`src/rtl/mem_arbiter.sv`:
```
// Two-requester round-robin arbiter with burst lock for a shared single-port memory.
// Requester 0 (c_*) is the CPU control unit, requester 1 (d_*) the loader/DMA engine.
module mem_arbiter #(
  parameter int ADDR_WIDTH = 16,
  parameter int DATA_WIDTH = 8
) (
  input  logic                  clk,
  input  logic                  rst,
  input  logic                  c_req,
  input  logic                  c_we,
  input  logic                  c_lock,
  input  logic [ADDR_WIDTH-1:0] c_addr,
  input  logic [DATA_WIDTH-1:0] c_wdata,
  output logic                  c_gnt,
  output logic                  c_rvalid,
  output logic [DATA_WIDTH-1:0] c_rdata,
  input  logic                  d_req,
  input  logic                  d_we,
  input  logic                  d_lock,
  input  logic [ADDR_WIDTH-1:0] d_addr,
  input  logic [DATA_WIDTH-1:0] d_wdata,
  output logic                  d_gnt,
  output logic                  d_rvalid,
  output logic [DATA_WIDTH-1:0] d_rdata,
  output logic                  mem_rw,
  output logic [ADDR_WIDTH-1:0] mem_addr,
  output logic [DATA_WIDTH-1:0] mem_data,
  input  logic [DATA_WIDTH-1:0] mem_q
);

  typedef enum logic [1:0] {
    ST_UNLOCKED = 2'd0,
    ST_LOCKED_C = 2'd1,
    ST_LOCKED_D = 2'd2
  } lock_state_t;

  lock_state_t           r_state;
  lock_state_t           w_next_state;
  logic                  r_last_d;
  logic                  r_c_gnt;
  logic                  r_d_gnt;
  logic                  r_c_rvalid;
  logic                  r_d_rvalid;
  logic                  r_mem_rw;
  logic [ADDR_WIDTH-1:0] r_mem_addr;
  logic [DATA_WIDTH-1:0] r_mem_data;
  logic                  w_c_elig;
  logic                  w_d_elig;
  logic                  w_c_win;
  logic                  w_d_win;

  // A requester whose grant is showing is still holding the same request, so it sits out.
  always_comb begin
    w_c_elig = c_req & ~r_c_gnt & ~((r_state == ST_LOCKED_D) & d_lock);
    w_d_elig = d_req & ~r_d_gnt & ~((r_state == ST_LOCKED_C) & c_lock);
    w_c_win  = w_c_elig & (~w_d_elig | r_last_d);
    w_d_win  = w_d_elig & ~w_c_win;
  end

  always_comb begin
    w_next_state = r_state;
    if (w_c_win && c_lock) begin
      w_next_state = ST_LOCKED_C;
    end else if (w_d_win && d_lock) begin
      w_next_state = ST_LOCKED_D;
    end else if ((r_state == ST_LOCKED_C) && !c_lock) begin
      w_next_state = ST_UNLOCKED;
    end else if ((r_state == ST_LOCKED_D) && !d_lock) begin
      w_next_state = ST_UNLOCKED;
    end
  end

  // Pointer resets to "d granted last" so the CPU wins the first tie.
  always_ff @(posedge clk) begin
    if (rst) begin
      r_state    <= ST_UNLOCKED;
      r_last_d   <= 1'b1;
      r_c_gnt    <= 1'b0;
      r_d_gnt    <= 1'b0;
      r_c_rvalid <= 1'b0;
      r_d_rvalid <= 1'b0;
      r_mem_rw   <= 1'b0;
      r_mem_addr <= '0;
      r_mem_data <= '0;
    end else begin
      r_state    <= w_next_state;
      r_c_gnt    <= w_c_win;
      r_d_gnt    <= w_d_win;
      r_c_rvalid <= r_c_gnt & ~r_mem_rw;
      r_d_rvalid <= r_d_gnt & ~r_mem_rw;
      if (w_c_win) begin
        r_mem_rw   <= c_we;
        r_mem_addr <= c_addr;
        r_mem_data <= c_wdata;
        r_last_d   <= 1'b0;
      end else if (w_d_win) begin
        r_mem_rw   <= d_we;
        r_mem_addr <= d_addr;
        r_mem_data <= d_wdata;
        r_last_d   <= 1'b1;
      end else begin
        r_mem_rw   <= 1'b0;
      end
    end
  end

  assign c_gnt    = r_c_gnt;
  assign d_gnt    = r_d_gnt;
  assign c_rvalid = r_c_rvalid;
  assign d_rvalid = r_d_rvalid;
  assign c_rdata  = mem_q;
  assign d_rdata  = mem_q;
  assign mem_rw   = r_mem_rw;
  assign mem_addr = r_mem_addr;
  assign mem_data = r_mem_data;

endmodule

```
`config.mk`:
```
export PLATFORM = sky130hd
export DESIGN_NAME = mem_arbiter
export DESIGN_NICKNAME = d
export VERILOG_FILES = /design/src/rtl/mem_arbiter.sv
export SDC_FILE = /design/constraint.sdc
export NUM_CORES = 1
export LEC_CHECK = 0
export CORE_MARGIN = 1.5
export CORE_UTILIZATION = 62
export DETAILED_ROUTE_END_ITERATION = 8
export DONT_BUFFER_PORTS = 1
export PLACE_DENSITY = 0.77
export SYNTH_ARGS = -nofsm -noshare
export SYNTH_HDL_FRONTEND = slang
export SYNTH_SLANG_ARGS = --single-unit
```
`constraint.sdc`:
```
create_clock -name clk -period 2.2 [get_ports clk]
set_clock_uncertainty 0.1 [all_clocks]
set_input_delay 0.44 -clock clk [delete_from_list [all_inputs] [get_ports clk]]
set_output_delay 0.44 -clock clk [all_outputs]
set_load 0.02 [all_outputs]
```
Word level (Yosys, flattened, before mapping)
Index checks and enable logic that the tools add are counted.
{ "classes": {"n_eq_ne": 2, "muxes": 12, "bitwise_logic": 18, "n_reduce_logical": 10} }
{ "op_table": {"columns": ["op", "n"], "rows": [
  ["$mux W16", 2],
  ["$mux W8", 2],
  ["$and A1 B1 Y1", 10],
  ["$not A1 Y1", 7],
  ["$mux W2", 3],
  ["$mux W1", 5],
  ["$logic_and A1 B1 Y1", 4],
  ["$reduce_bool A4 Y1", 1],
  ["$reduce_bool A3 Y1", 1],
  ["$eq A2 B1 Y1 const B", 1],
  ["$eq A2 B2 Y1 const B", 1],
  ["$logic_not A1 Y1", 2],
  ["$reduce_bool A2 Y1", 1],
  ["$reduce_or A2 Y1", 1],
  ["$or A1 B1 Y1", 1]
]} }
{ "word_totals": {"regBits": 32, "in_bits": 64, "output_inout_bits": 45, "elab_cells": 52} }

Depth between registers and ports, before layout
{ "depth": {"depth_word": 12, "mapped_depth": 6, "depth_no_buf": 4} }

Least setup slack after synthesis
No wires, ideal clock.
{ "synth_path": {"path_type": "input-to-reg", "start": "input port c_req", "end": "register r_mem_addr[15] (netlist: mem_addr[15])", "setup_time_ns": 0.147, "arrival_time_ns": 1.488, "required_time_ns": 1.953, "slack_ns": 0.465, "stages": 5, "path_buffers": 2, "path_cell_list": "nor2b_1 > a22o_1 > buf_2 > buf_2 > a311oi_2"} }
{ "synth_between": {"elab_chain_cells": 6, "elab_cells_between_ends": 7, "classes_between": "1 x mux; 5 x bitwise; 1 x reduce/logical"} }
{ "synth_rtl": {"columns": ["element", "line_no", "source"], "rows": [
  ["start, declared", "9", "input logic c_req,"],
  ["$and A1 B1 Y1 (*) (2 in series)", "54", "w_c_elig = c_req & ~r_c_gnt & ~((r_state == ST_LOCKED_D) & d_lock);"],
  ["$and A1 B1 Y1 (*)", "56", "w_c_win = w_c_elig & (~w_d_elig | r_last_d);"],
  ["$not A1 Y1", "57", "w_d_win = w_d_elig & ~w_c_win;"],
  ["$and A1 B1 Y1", "57", null],
  ["$reduce_bool A2 Y1 (no line)", null, null],
  ["end signal, assigned", "93", "r_mem_addr <= c_addr;"],
  ["end signal, assigned", "98", "r_mem_addr <= d_addr;"],
  ["end, declared", "45", "logic [ADDR_WIDTH-1:0] r_mem_addr;"]
]} }
Every way passes the cells marked *; elsewhere a longest branch is shown, timed or not.
A chain may end at the register's enable or synchronous reset.

Worst setup path after layout
{ "layout_path": {"start": "register r_c_gnt (netlist: c_gnt)", "end": "register r_mem_addr[12] (netlist: mem_addr[12])"} }
{ "layout_between": {"elab_chain_cells": 7, "elab_cells_between_ends": 8, "classes_between": "1 x mux; 6 x bitwise; 1 x reduce/logical"} }
{ "layout_rtl": {"columns": ["element", "line_no", "source"], "rows": [
  ["start, declared", "40", "logic r_c_gnt;"],
  ["start signal, assigned", "87", "r_c_gnt <= w_c_win;"],
  ["$not A1 Y1 (*)", "54", null],
  ["$and A1 B1 Y1 (*) (2 in series)", "54", null],
  ["$and A1 B1 Y1 (*)", "56", null],
  ["$not A1 Y1", "57", null],
  ["$and A1 B1 Y1", "57", null],
  ["$reduce_bool A2 Y1 (no line)", null, null]
]} }
Marked as above.

==> flow_metrics.tcl <==
set metrics [dict create \
    seq_area_sq_um 640.6 \
    synth.area.top_cells "dfxtp_1 39%, a311oi_2 16%, nand2_1 12%" \
    synth_simple_gate_area_share_pct 23.82 \
    drt_pre_antenna_iters 4 \
    cts_hold_buf 0 \
    hold_viol 0 \
    pwr-share-comb_pct 15.3 \
    synth.top_cell.area_share_pct 38.96 \
    path_class "reg2reg" \
    synth_area_sq_um 1644 \
    routedWlPerCell_um 16.93 \
    grt-ovfl-total 0 \
    slowest_delay_ns 0.40 \
    path_cells "nor2b_1 -> a22o_2 -> buf_4 -> nor2_1 -> a311oi_2" \
    irDropWorstVdd_mv 0.6598 \
    maxUsedRoutingLayer "met4" \
    finalMaxSlewViolations 0 \
    die_h_um 54.50 \
    synth_compound_area_share_pct 24.35 \
    arrival_ns 1.93 \
    cap_violations 0 \
    clock_path_buffers 2 \
    syn_inst 185 \
    grt_start_max_net_pins 33 \
    p_int_mw 1.035 \
    hp-class "in2reg" \
    vias 1257 \
    critPathSlowestCell "dfxtp_1" \
    whs_ns 0.06394 \
    grt_setup_unrepaired "false" \
    run_status "completed" \
    worstMarginPinSlew_ns 0.3750 \
    core_area_sq_um 2500 \
    fin_tns_setup_ns 0 \
    drt-total-wl_um 3385 \
    cts_buffers 5 \
    dp_hpwl_um 2511 \
    drtAntennaViolNets 0 \
    clock-sinks 32 \
    fin_crit_sh_pct 81.60 \
    synthMuxAreaShare_pct 0 \
    swShare_pct 29.32 \
    wl_met2_um 1724 \
    nFillCells 232 \
    via_per_inst 6.285 \
    mostFrequentLayoutCell "nand2_1" \
    met3WireLength_um 372 \
    cts-resized-gates 0 \
    synth_area_leader_cell "dfxtp_1" \
    root_buffer "clkbuf_4" \
    clkPwrFrac_pct 33.8 \
    cts_tree "built" \
    grt_antenna_before_repair 0 \
    seqPwrFrac_pct 50.9 \
    syn_to_final_growth_pct -1.750 \
    ios 109 \
    drive_gt1_share_pct 21.76 \
    r2r_cells 5 \
    fin_crit_ns 1.795 \
    synth_seq_area_share_pct 38.96 \
    post-cts-setup-buffers 0 \
    finalSetupViolations 0 \
    synth_xor_area_share_pct 0 \
    leakage_nw 0.6564 \
    synthAdderAreaFrac_pct 0 \
    fmax_mhz 557.0 \
    hold_depth 1 \
    die_width_um 54.50 \
    avgSynthCellArea_sq_um 8.887 \
    wl_met1_um 1248 \
    drt_iter0_markers 24 \
    htree_levels 2 \
    clk_latency_ns 0.33 \
    finalNetCount 233 \
    synth_top_family_by_area "compound AO/OA/AOI/OAI gates" \
    gp_congestion 0.6594 \
    p_sw_mw 0.4295 \
    io_buffers 0 \
    crit_path_max_fanout 26 \
    grt_pass1_vias 1162 \
    syn-num-nets 249 \
    yosysWarnings 0 \
    rows 18 \
    ys_seq_elements 32 \
    critical_path.startpoint_type "flip-flop" \
    clk_pin_slew_ns 0.10 \
    dieArea_sq_um 2970 \
    cp.required_ns 2.33 \
    multi_input_area_sq_um 793.3 \
    layout_common_cells "51 x nand2_1, 32 x dfxtp_1, 26 x nor2_1, 17 x a311oi_2, 7 x a311oi_1" \
    cp-end-kind "flip-flop" \
    p_per_area_nw_per_um2 906.9 \
    initial_utilization_pct 65.77 \
    antennaDiodeCount 0 \
    track_usage_pct 23.39 \
    ys_types 28 \
    grt_pass1_wl_um 4816 \
    remaining_drc_errors 0 \
    max_slew_margin_pct 74.95 \
]
-- path summary, 6_finish.rpt --
| check | from | endpoint | slack, ns |
|---|---|---|---|
| hold reg to reg | r_last_d$_SDFFE_PP1P_ | r_last_d$_SDFFE_PP1P_ | 0.40 |
| setup reg to reg | c_gnt$_SDFF_PP0_ | mem_addr[12]$_SDFFE_PP0P_ | 0.40 |
| hold / removal | rst | c_gnt$_SDFF_PP0_ | 0.06 |
| setup / recovery | c_gnt$_SDFF_PP0_ | mem_addr[12]$_SDFFE_PP0P_ | 0.40 |
-- Yosys cell counts --
master and count:
a211o_1 1, o211ai_4 1, nor3b_1 2, or3b_4 1, nand3_1 1, nand2_1 51, clkbuf_1 3, buf_2 4
a21oi_1 4, buf_6 4, a22o_1 1, nor2b_1 2, buf_1 1, nand3b_4 1, inv_1 1, o211a_1 1
dfxtp_1 32, nor3_1 1, o211ai_1 1, nand3b_1 1, nand4_1 1, and3b_2 1, a311oi_2 17, nor2_1 26
a21o_1 1, nor3_2 1, a311oi_1 7, buf_4 17
-- cell families (layout without fill, tap and decap cells) --
kind of cell / count (synthesis) / count (layout)
buffers and inverters: 30 / 15
AOI/OAI and AO/OA: 34 / 34
DFF: 32 / 32
and+or+nand+nor: 89 / 89
-- registers in the layout, summed over array words and instances (netlist names) --
register	count
mem_addr	16
mem_data	8
r_state	2
c_gnt	1
c_rvalid	1
d_gnt	1
d_rvalid	1
mem_rw	1
r_last_d	1
-- layout make-up --
cell class / instances / share of cell area (%)
sequential: 32 / 39.66
clock inverter: 1 / 1.859
timing repair buffer: 6 / 2.789
inverter: 1 / 0.2324
clock buffer: 7 / 4.028
tap: 30 / 2.324
multi-input combinational: 123 / 49.11
-- stage by stage --
step,cells,setup WS [ns],power (mW),utilization [%],instance area [sq um]
floorplan,185,0.4651,1.001,-,1644
global placement,192,0.4641,0.9702,60.81,1520
detailed placement,192,0.3811,0.9863,60.81,1520
CTS,200,0.3980,1.478,64.61,1615
global route,200,0.2843,1.537,64.61,1615
finish,200,0.4047,1.465,64.61,1615
-- critical path, delay by kind of cell (launching register included) --
kind	cells	cell delay, ns
AO/OA/AOI/OAI	2	0.47
buffers and inverters	1	0.28
flip-flops	1	0.40
AND/OR/NAND/NOR	2	0.44
-- power by group through the flow --
stage          Clock, mW  Combinational (mW)  Sequential, mW
6_report           0.495               0.224           0.746
5_1_grt            0.532               0.249           0.756
4_1_cts            0.506               0.225           0.747
3_5_place_dp           0               0.225           0.761
3_3_place_gp           0               0.211           0.759
2_1_floorplan          0               0.252           0.749
-- per-layer routing --
| layer | track usage (%) | vias to the layer above |
|---|---|---|
| met1 | 23.31 | 590 |
| met2 | 40.56 | 71 |
| met4 | 9.583 | 0 |
| met5 | 0 | - |
| li1 | - | 590 |
| met3 | 12.30 | 6 |
Power figures use the tool's default switching activity.
